<file path="src/rtl/npc_lsu_if.sv">
// Data-side bus bundle for the NPC load/store unit:
// EX request, memory request/response and WB result.
interface npc_lsu_if;
  logic        in_valid;
  logic        in_ready;
  logic        in_wr;
  logic [2:0]  in_funct3;
  logic [31:0] in_addr;
  logic [31:0] in_wdata;
  logic        mem_en;
  logic        mem_wr;
  logic [31:0] mem_addr;
  logic [31:0] mem_wdata;
  logic [3:0]  mem_wstrb;
  logic [31:0] mem_rdata;
  logic        out_valid;
  logic        out_ready;
  logic [31:0] out_data;
  logic        out_err;

  modport slave (
    input  in_valid, in_wr, in_funct3, in_addr, in_wdata,
    input  mem_rdata, out_ready,
    output in_ready, mem_en, mem_wr, mem_addr, mem_wdata,
    output mem_wstrb, out_valid, out_data, out_err
  );

  modport master (
    output in_valid, in_wr, in_funct3, in_addr, in_wdata,
    output mem_rdata, out_ready,
    input  in_ready, mem_en, mem_wr, mem_addr, mem_wdata,
    input  mem_wstrb, out_valid, out_data, out_err
  );
endinterface

</file>
<file path="src/rtl/npc_lsu.sv">
// NPC load/store unit: one op at a time, word-aligned
// memory requests with lane shifting and load extension.
module npc_lsu #(
  parameter int MEM_LAT = 1
) (
  input  logic       clk,
  input  logic       rst,
  npc_lsu_if.slave   bus
);

  localparam int CW = (MEM_LAT > 1) ? $clog2(MEM_LAT) : 1;

  typedef enum logic [1:0] {
    IDLE,
    REQ,
    RESP
  } state_t;

  state_t      st;
  logic [CW-1:0] cnt;
  logic [2:0]  f3_q;
  logic [1:0]  off_q;

  logic        legal;
  logic        aligned;
  logic        ok;
  logic [1:0]  off;
  logic [3:0]  strb;
  logic [31:0] lane;
  logic [31:0] ext;

  assign off = bus.in_addr[1:0];
  assign ok  = legal && aligned;

  always_comb begin
    legal = 1'b0;
    unique case (1'b1)
      !bus.in_funct3[2] && (bus.in_funct3[1:0] != 2'b11):
        legal = 1'b1;
      bus.in_funct3[2] && !bus.in_funct3[1]:
        legal = !bus.in_wr;
      default:
        legal = 1'b0;
    endcase
  end

  always_comb begin
    aligned = 1'b1;
    unique case (1'b1)
      bus.in_funct3[1:0] == 2'b01: aligned = !bus.in_addr[0];
      bus.in_funct3[1:0] == 2'b10: aligned = (off == 2'b00);
      default:                     aligned = 1'b1;
    endcase
  end

  always_comb begin
    strb = 4'b0000;
    unique case (1'b1)
      bus.in_funct3[1:0] == 2'b00: strb = 4'b0001 << off;
      bus.in_funct3[1:0] == 2'b01: strb = 4'b0011 << off;
      default:                     strb = 4'b1111;
    endcase
  end

  assign lane = bus.mem_rdata >> {off_q, 3'b000};

  always_comb begin
    ext = lane;
    unique case (1'b1)
      f3_q == 3'b000: ext = {{24{lane[7]}}, lane[7:0]};
      f3_q == 3'b001: ext = {{16{lane[15]}}, lane[15:0]};
      f3_q == 3'b100: ext = {24'd0, lane[7:0]};
      f3_q == 3'b101: ext = {16'd0, lane[15:0]};
      default:        ext = lane;
    endcase
  end

  always_ff @(posedge clk) begin
    if (rst) begin
      st            <= IDLE;
      cnt           <= '0;
      f3_q          <= 3'b000;
      off_q         <= 2'b00;
      bus.in_ready  <= 1'b1;
      bus.mem_en    <= 1'b0;
      bus.mem_wr    <= 1'b0;
      bus.mem_addr  <= 32'd0;
      bus.mem_wdata <= 32'd0;
      bus.mem_wstrb <= 4'd0;
      bus.out_valid <= 1'b0;
      bus.out_data  <= 32'd0;
      bus.out_err   <= 1'b0;
    end else begin
      unique case (st)
        IDLE: begin
          if (bus.in_valid) begin
            f3_q         <= bus.in_funct3;
            off_q        <= off;
            cnt          <= '0;
            bus.in_ready <= 1'b0;
            if (ok) begin
              st            <= REQ;
              bus.mem_en    <= 1'b1;
              bus.mem_wr    <= bus.in_wr;
              bus.mem_addr  <= {bus.in_addr[31:2], 2'b00};
              bus.mem_wdata <= bus.in_wr ?
                               bus.in_wdata << {off, 3'b000} :
                               32'd0;
              bus.mem_wstrb <= bus.in_wr ? strb : 4'd0;
            end else begin
              st            <= RESP;
              bus.out_valid <= 1'b1;
              bus.out_data  <= 32'd0;
              bus.out_err   <= 1'b1;
            end
          end
        end
        REQ: begin
          if (cnt == CW'(MEM_LAT - 1)) begin
            st            <= RESP;
            bus.mem_en    <= 1'b0;
            bus.mem_wr    <= 1'b0;
            bus.mem_addr  <= 32'd0;
            bus.mem_wdata <= 32'd0;
            bus.mem_wstrb <= 4'd0;
            bus.out_valid <= 1'b1;
            bus.out_err   <= 1'b0;
            // stores report zero; the response word is only meaningful for loads
            bus.out_data  <= bus.mem_wr ? 32'd0 : ext;
          end else begin
            cnt <= cnt + 1'b1;
          end
        end
        RESP: begin
          if (bus.out_ready) begin
            st            <= IDLE;
            bus.in_ready  <= 1'b1;
            bus.out_valid <= 1'b0;
            bus.out_data  <= 32'd0;
            bus.out_err   <= 1'b0;
          end
        end
        default: st <= IDLE;
      endcase
    end
  end

endmodule

</file>
<file path="src/flat_wrapper.sv">
// flat-port wrapper written by rule: the top's interface ports become plain ports
module npc_lsu_flat 
#(
  parameter int MEM_LAT = 1
)
  (clk, rst, bus_in_valid, bus_in_wr, bus_in_funct3, bus_in_addr, bus_in_wdata, bus_mem_rdata, bus_out_ready, bus_in_ready, bus_mem_en, bus_mem_wr, bus_mem_addr, bus_mem_wdata, bus_mem_wstrb, bus_out_valid, bus_out_data, bus_out_err);
  npc_lsu_if bus_i ();
  input  logic clk;
  input  logic rst;
  input wire logic [$bits(bus_i.in_valid)-1:0] bus_in_valid;
  input wire logic [$bits(bus_i.in_wr)-1:0] bus_in_wr;
  input wire logic [$bits(bus_i.in_funct3)-1:0] bus_in_funct3;
  input wire logic [$bits(bus_i.in_addr)-1:0] bus_in_addr;
  input wire logic [$bits(bus_i.in_wdata)-1:0] bus_in_wdata;
  input wire logic [$bits(bus_i.mem_rdata)-1:0] bus_mem_rdata;
  input wire logic [$bits(bus_i.out_ready)-1:0] bus_out_ready;
  output wire logic [$bits(bus_i.in_ready)-1:0] bus_in_ready;
  output wire logic [$bits(bus_i.mem_en)-1:0] bus_mem_en;
  output wire logic [$bits(bus_i.mem_wr)-1:0] bus_mem_wr;
  output wire logic [$bits(bus_i.mem_addr)-1:0] bus_mem_addr;
  output wire logic [$bits(bus_i.mem_wdata)-1:0] bus_mem_wdata;
  output wire logic [$bits(bus_i.mem_wstrb)-1:0] bus_mem_wstrb;
  output wire logic [$bits(bus_i.out_valid)-1:0] bus_out_valid;
  output wire logic [$bits(bus_i.out_data)-1:0] bus_out_data;
  output wire logic [$bits(bus_i.out_err)-1:0] bus_out_err;
  assign bus_i.in_valid = bus_in_valid;
  assign bus_i.in_wr = bus_in_wr;
  assign bus_i.in_funct3 = bus_in_funct3;
  assign bus_i.in_addr = bus_in_addr;
  assign bus_i.in_wdata = bus_in_wdata;
  assign bus_i.mem_rdata = bus_mem_rdata;
  assign bus_i.out_ready = bus_out_ready;
  assign bus_in_ready = bus_i.in_ready;
  assign bus_mem_en = bus_i.mem_en;
  assign bus_mem_wr = bus_i.mem_wr;
  assign bus_mem_addr = bus_i.mem_addr;
  assign bus_mem_wdata = bus_i.mem_wdata;
  assign bus_mem_wstrb = bus_i.mem_wstrb;
  assign bus_out_valid = bus_i.out_valid;
  assign bus_out_data = bus_i.out_data;
  assign bus_out_err = bus_i.out_err;
  npc_lsu #(.MEM_LAT(MEM_LAT)) u_core (.clk(clk), .rst(rst), .bus(bus_i));
endmodule
</file>
<file path="config.mk">
export PLATFORM = sky130hd
export DESIGN_NAME = npc_lsu_flat
export DESIGN_NICKNAME = d
export VERILOG_FILES = /design/src/rtl/npc_lsu_if.sv /design/src/rtl/npc_lsu.sv /design/src/flat_wrapper.sv
export SDC_FILE = /design/constraint.sdc
export NUM_CORES = 1
export LEC_CHECK = 0
export BUFFER_PORTS_ARGS = -buffer_cell sky130_fd_sc_hd__buf_4
export CORE_MARGIN = 10
export CORE_UTILIZATION = 33
export DETAILED_ROUTE_END_ITERATION = 10
export PLACE_DENSITY = 0.55
export SETUP_SLACK_MARGIN = 0.3
export SYNTH_ARGS = -nofsm -noshare
export SYNTH_HDL_FRONTEND = slang
export SYNTH_SLANG_ARGS = --single-unit
</file>
<file path="constraint.sdc">
create_clock -name clk -period 2.2 [get_ports clk]
set_input_delay 0.44 -clock clk [delete_from_list [all_inputs] [get_ports clk]]
set_output_delay 0.44 -clock clk [all_outputs]
set_load 0.01 [all_outputs]
</file>
==> reports/metrics.csv <==
stage,metric,value,unit
sta,remaining max-slew budget at the tightest pin,51.2,%
critical_path,crit end category,flip-flop,
route,vias after detailed routing,4506,
placement,placed cell count,845,
layout,Final nets,790,
route,# DRC,0,
synthesis,area of the mapped netlist,4880,µm²
route,initial drt markers,249,
worst_hold_path,hold path startpoint,bus_in_addr[28],
critical_path,worst-case register-to-register setup slack,0.42,ns
floorplan,DIE AREA,20100,µm²
floorplan,initial cell density of the core,33.6,%
layout,Antenna diodes,0,
layout,area occupied by multi-input gates,2550,µm²
pwr,Cell Pwr Density,687,nW/µm²
critical_path,Crit Path Max Fanout,7,
pwr,"IR drop worst, VDD",0.000489,V
synthesis,biggest area consumer among synthesized cells,dfxtp_1,
layout,share of layout cells above drive strength 1,39.4,%
route,number of vias per cell,5.20,
clock_tree,cts hold-fix bufs,0,
floorplan,vertical extent of the die,142,µm
sta,final-layout worst hold slack,0.291,ns
job,max-capacitance violation count,0,
placement,area of placed instances,6690,µm²
pwr,switching power,1.40,mW
pwr,power share of the clock group,36.1,%
clock_tree,CTS Buf Count,9,
synthesis,top area cells in the synthesized netlist,"dfxtp_1, a22o_1, mux2i_1, a32o_1, nand2_1",
pwr,Internal Dissipation,3.48,mW
layout,utilization after layout,48.9,%
clock_tree,TritonCTS clock tree,yes,
pwr,Seq pwr share,43.5,%
worst_hold_path,hold crit path type,primary input to flip-flop,
sta,Setup-failing EPs final,0,
sta,"Period Utilization, post-route",83.1,%
layout,area of all sequential standard cells,2200,µm²
critical_path,CP Buf/Inv Count,2,
floorplan,boundary pin count,209,
route,count of TritonRoute iterations in the first routing pass,4,
critical_path,critical-path cell with the highest stage delay,o32a_4,
clock_tree,number of buffers on the longest clock path,2,
synthesis,Yosys warning total,0,
global_routing,remaining global-route overflow,0,
critical_path,capturing point of the worst reg2reg path,u_core.bus.out_data[12],
critical_path,arrival time worst endpoint,2.07,ns
synthesis,"Primary FF master, synth",dfxtp_1,
clock_tree,clock root buffer master,clkbuf_16,
critical_path,Critical Path Source Type,primary input,
worst_hold_path,Hold Path End,u_core.bus.mem_addr[28],
synthesis,mean area per synthesized cell,10.2,µm²
clock_tree,sinks on the clock net,110,
sta,Post-Route Skew,0.00493,ns
critical_path,largest incremental delay on the critical path,0.44,ns
route,per-cell routed wire length,19.7,µm
sta,crit path time final,1.83,ns
placement,I/O Buffers,206,
synthesis,sequential element share of the synthesized area,45.1,%
sta,top achievable clock speed,547,MHz
synthesis,share of flip-flops with an asynchronous set or reset after synthesis,0,%
route,residual antenna-violating net count after detailed routing,0,
worst_hold_path,Min-Delay Path Depth,2,
clock_tree,CTS H-tree depth,3,
floorplan,Core ar.,14500,µm²
synthesis,most frequent cell after synthesis,dfxtp_1,
global_routing,maximum number of pins on one net before global-route repair,48,
layout,final instance area,7110,µm²
pwr,Static Leak,3.14,nW
pwr,combinational power share,20.4,%
critical_path,r2r worst-path depth,6,
floorplan,floorplan row count,44,
global_routing,number of global-route vias before repair,4528,
global_routing,total global-route track usage,15.9,%
synthesis,most used standard cells in the synthesized netlist,"dfxtp_1, a22o_1, nand2_1",
critical_path,Worst Setup Path Type,primary input to flip-flop,
critical_path,Critical Path RT,2.44,ns
clock_tree,"Clk Latency, worst-skew pair",0.36,ns
placement,dpl hpwl,13100,µm
synthesis,Synth Register Bits,110,
placement,weighted congestion at the end of routability-driven global placement,0.802,
pwr,switching share of power,28.7,%
sta,unrepaired setup endpoints after global routing,no,
floorplan,die boundary width,142,µm
layout,fillers,1340,
route,total wire length after detailed routing,17100,µm
sta,Max Transition Viols Final,0,
synthesis,number of flops mapped to enable cells by yosys,0,
global_routing,first-pass GRT wire length,25700,µm
outcome,status,"complete, no violations",
layout,final cell count without fillers,866,
critical_path,FF-to-FF Start,u_core.st[1],
synthesis,Post-Synthesis Cells,480,
clock_tree,clock edge transition at the registers on the reported setup and hold paths,0.08,ns
sta,count of endpoints failing hold in the final timing report,0,
critical_path,kind of cell adding the most delay to the critical path,compound AO/OA/AOI/OAI gates,
layout,area growth from synthesis to layout,45.6,%
synthesis,count of unique library cells instantiated by Yosys,45,
synthesis,top cell type's share of synthesized area,45.1,%
critical_path,list of cells traversed by the critical path,buf_4 > inv_1 > ha_2 > nor3b_4 > o32a_4 > a211oi_2 > mux2_2,
global_routing,initial antenna violation count,0,
sta,Tightest Pin Transition,0.730,ns
-- worst register-to-register path, delay by kind of cell (launching register included) --
kind | cells | cell delay (ns)
flops | 1 | 0.34
buf+inv | 1 | 0.15
fa+ha+maj | 1 | 0.28
simple gates | 1 | 0.14
compound gates | 3 | 0.82
-- final cells by class --
class	count	share of cell area, %
sequential	110	31.0
multi-input combinational	322	35.8
clock inverter	6	1.25
timing repair buffer	226	24.9
clock buffer	10	3.36
tap	184	3.24
inverter	8	0.422
-- how the worst max path moves through the flow --
stage / startpoint / to / slack (ns) / cells past startpoint
2_1_floorplan: bus_in_funct3[0] / u_core.bus.out_data[10] / 0.29 / 7
3_3_place_gp: bus_in_funct3[0] / u_core.bus.mem_wdata[1] / 0.07 / 8
3_5_place_dp: bus_in_funct3[0] / u_core.bus.mem_addr[20] / -0.02 / 8
4_1_cts: u_core.st[1] / u_core.bus.mem_addr[16] / 0.34 / 6
5_1_grt: u_core.st[1] / u_core.bus.out_data[7] / 0.28 / 6
6_report: bus_in_funct3[0] / u_core.bus.out_err / 0.37 / 7
-- logic make-up (layout without fill, tap and decap cells) --
kind of cell / after synthesis / in the layout / synth area share, %
AND/OR/NAND/NOR: 101 / 101 / 10.3
buffers and inverters: 50 / 250 / 4.95
multiplexers: 36 / 36 / 7.69
other: 1 / 2 / 0.0768
flip-flops: 110 / 110 / 45.1
adder cells (fa/ha/maj): 9 / 9 / 2.31
AO/OA/AOI/OAI: 173 / 174 / 29.6
-- stage by stage --
stage | setup slack, ns | setup TNS [ns] | total power, mW
after floorplan | 0.294 | 0 | 2.71
final | 0.371 | 0 | 4.88
after CTS | 0.339 | 0 | 4.91
after global routing | 0.276 | 0 | 5.11
after global placement | 0.0725 | 0 | 3.12
after detailed placement | -0.0196 | -0.406 | 3.13
-- power groups by stage --
stage | clock network [mW] | logic (mW) | registers (mW)
after global placement | 0 | 0.950 | 2.17
after detailed placement | 0 | 0.962 | 2.17
after global routing | 1.89 | 1.09 | 2.13
after floorplan | 0 | 0.524 | 2.18
final | 1.76 | 0.998 | 2.12
after CTS | 1.82 | 0.964 | 2.12
-- flip-flops by register name, summed over array words and instances (netlist names) --
name and count:
u_core.bus.mem_wdata 32, u_core.bus.out_data 32, u_core.bus.mem_addr 30, u_core.bus.mem_wstrb 4, u_core.f3_q 3, u_core.off_q 2, u_core.st 2, u_core.bus.in_ready 1
u_core.bus.mem_en 1, u_core.bus.mem_wr 1, u_core.bus.out_err 1, u_core.bus.out_valid 1
-- placed cells by master (no fill, tap or decap), types with 5 or more instances in the layout --
| cell type | n |
|---|---|
| buf_12 | 6 |
| o21ai_0 | 27 |
| a211o_1 | 15 |
| nand2_1 | 48 |
| a22o_1 | 59 |
| dfxtp_1 | 109 |
| o2bb2ai_1 | 8 |
| buf_4 | 220 |
| nor2_1 | 11 |
| mux2i_1 | 33 |
| ha_1 | 5 |
| a32o_1 | 31 |
| nor2b_1 | 20 |
| clkbuf_16 | 9 |
| nand3_1 | 6 |
| inv_1 | 7 |
| a21oi_1 | 15 |
-- routing by layer --
layer  wire length (µm)  GRT usage, %  part of all wire (%)  vias to the layer above
li1                   -             -                     -                     2213
met1               7540          19.6                    44                     2154
met2               8260          26.4                    48                      127
met3               1070          5.41                   6.3                       12
met4                197          3.34                   1.2                        0
met5                  0             0                     0                        -
-- what timing repair did --
action                     CTS  global route
setup endpoints to repair   11            84
cloned                       0             1
pin swaps                    0             4
gates resized for setup      1             9
setup buffers                1             3
No activity file was read; power rests on OpenSTA's default activity.
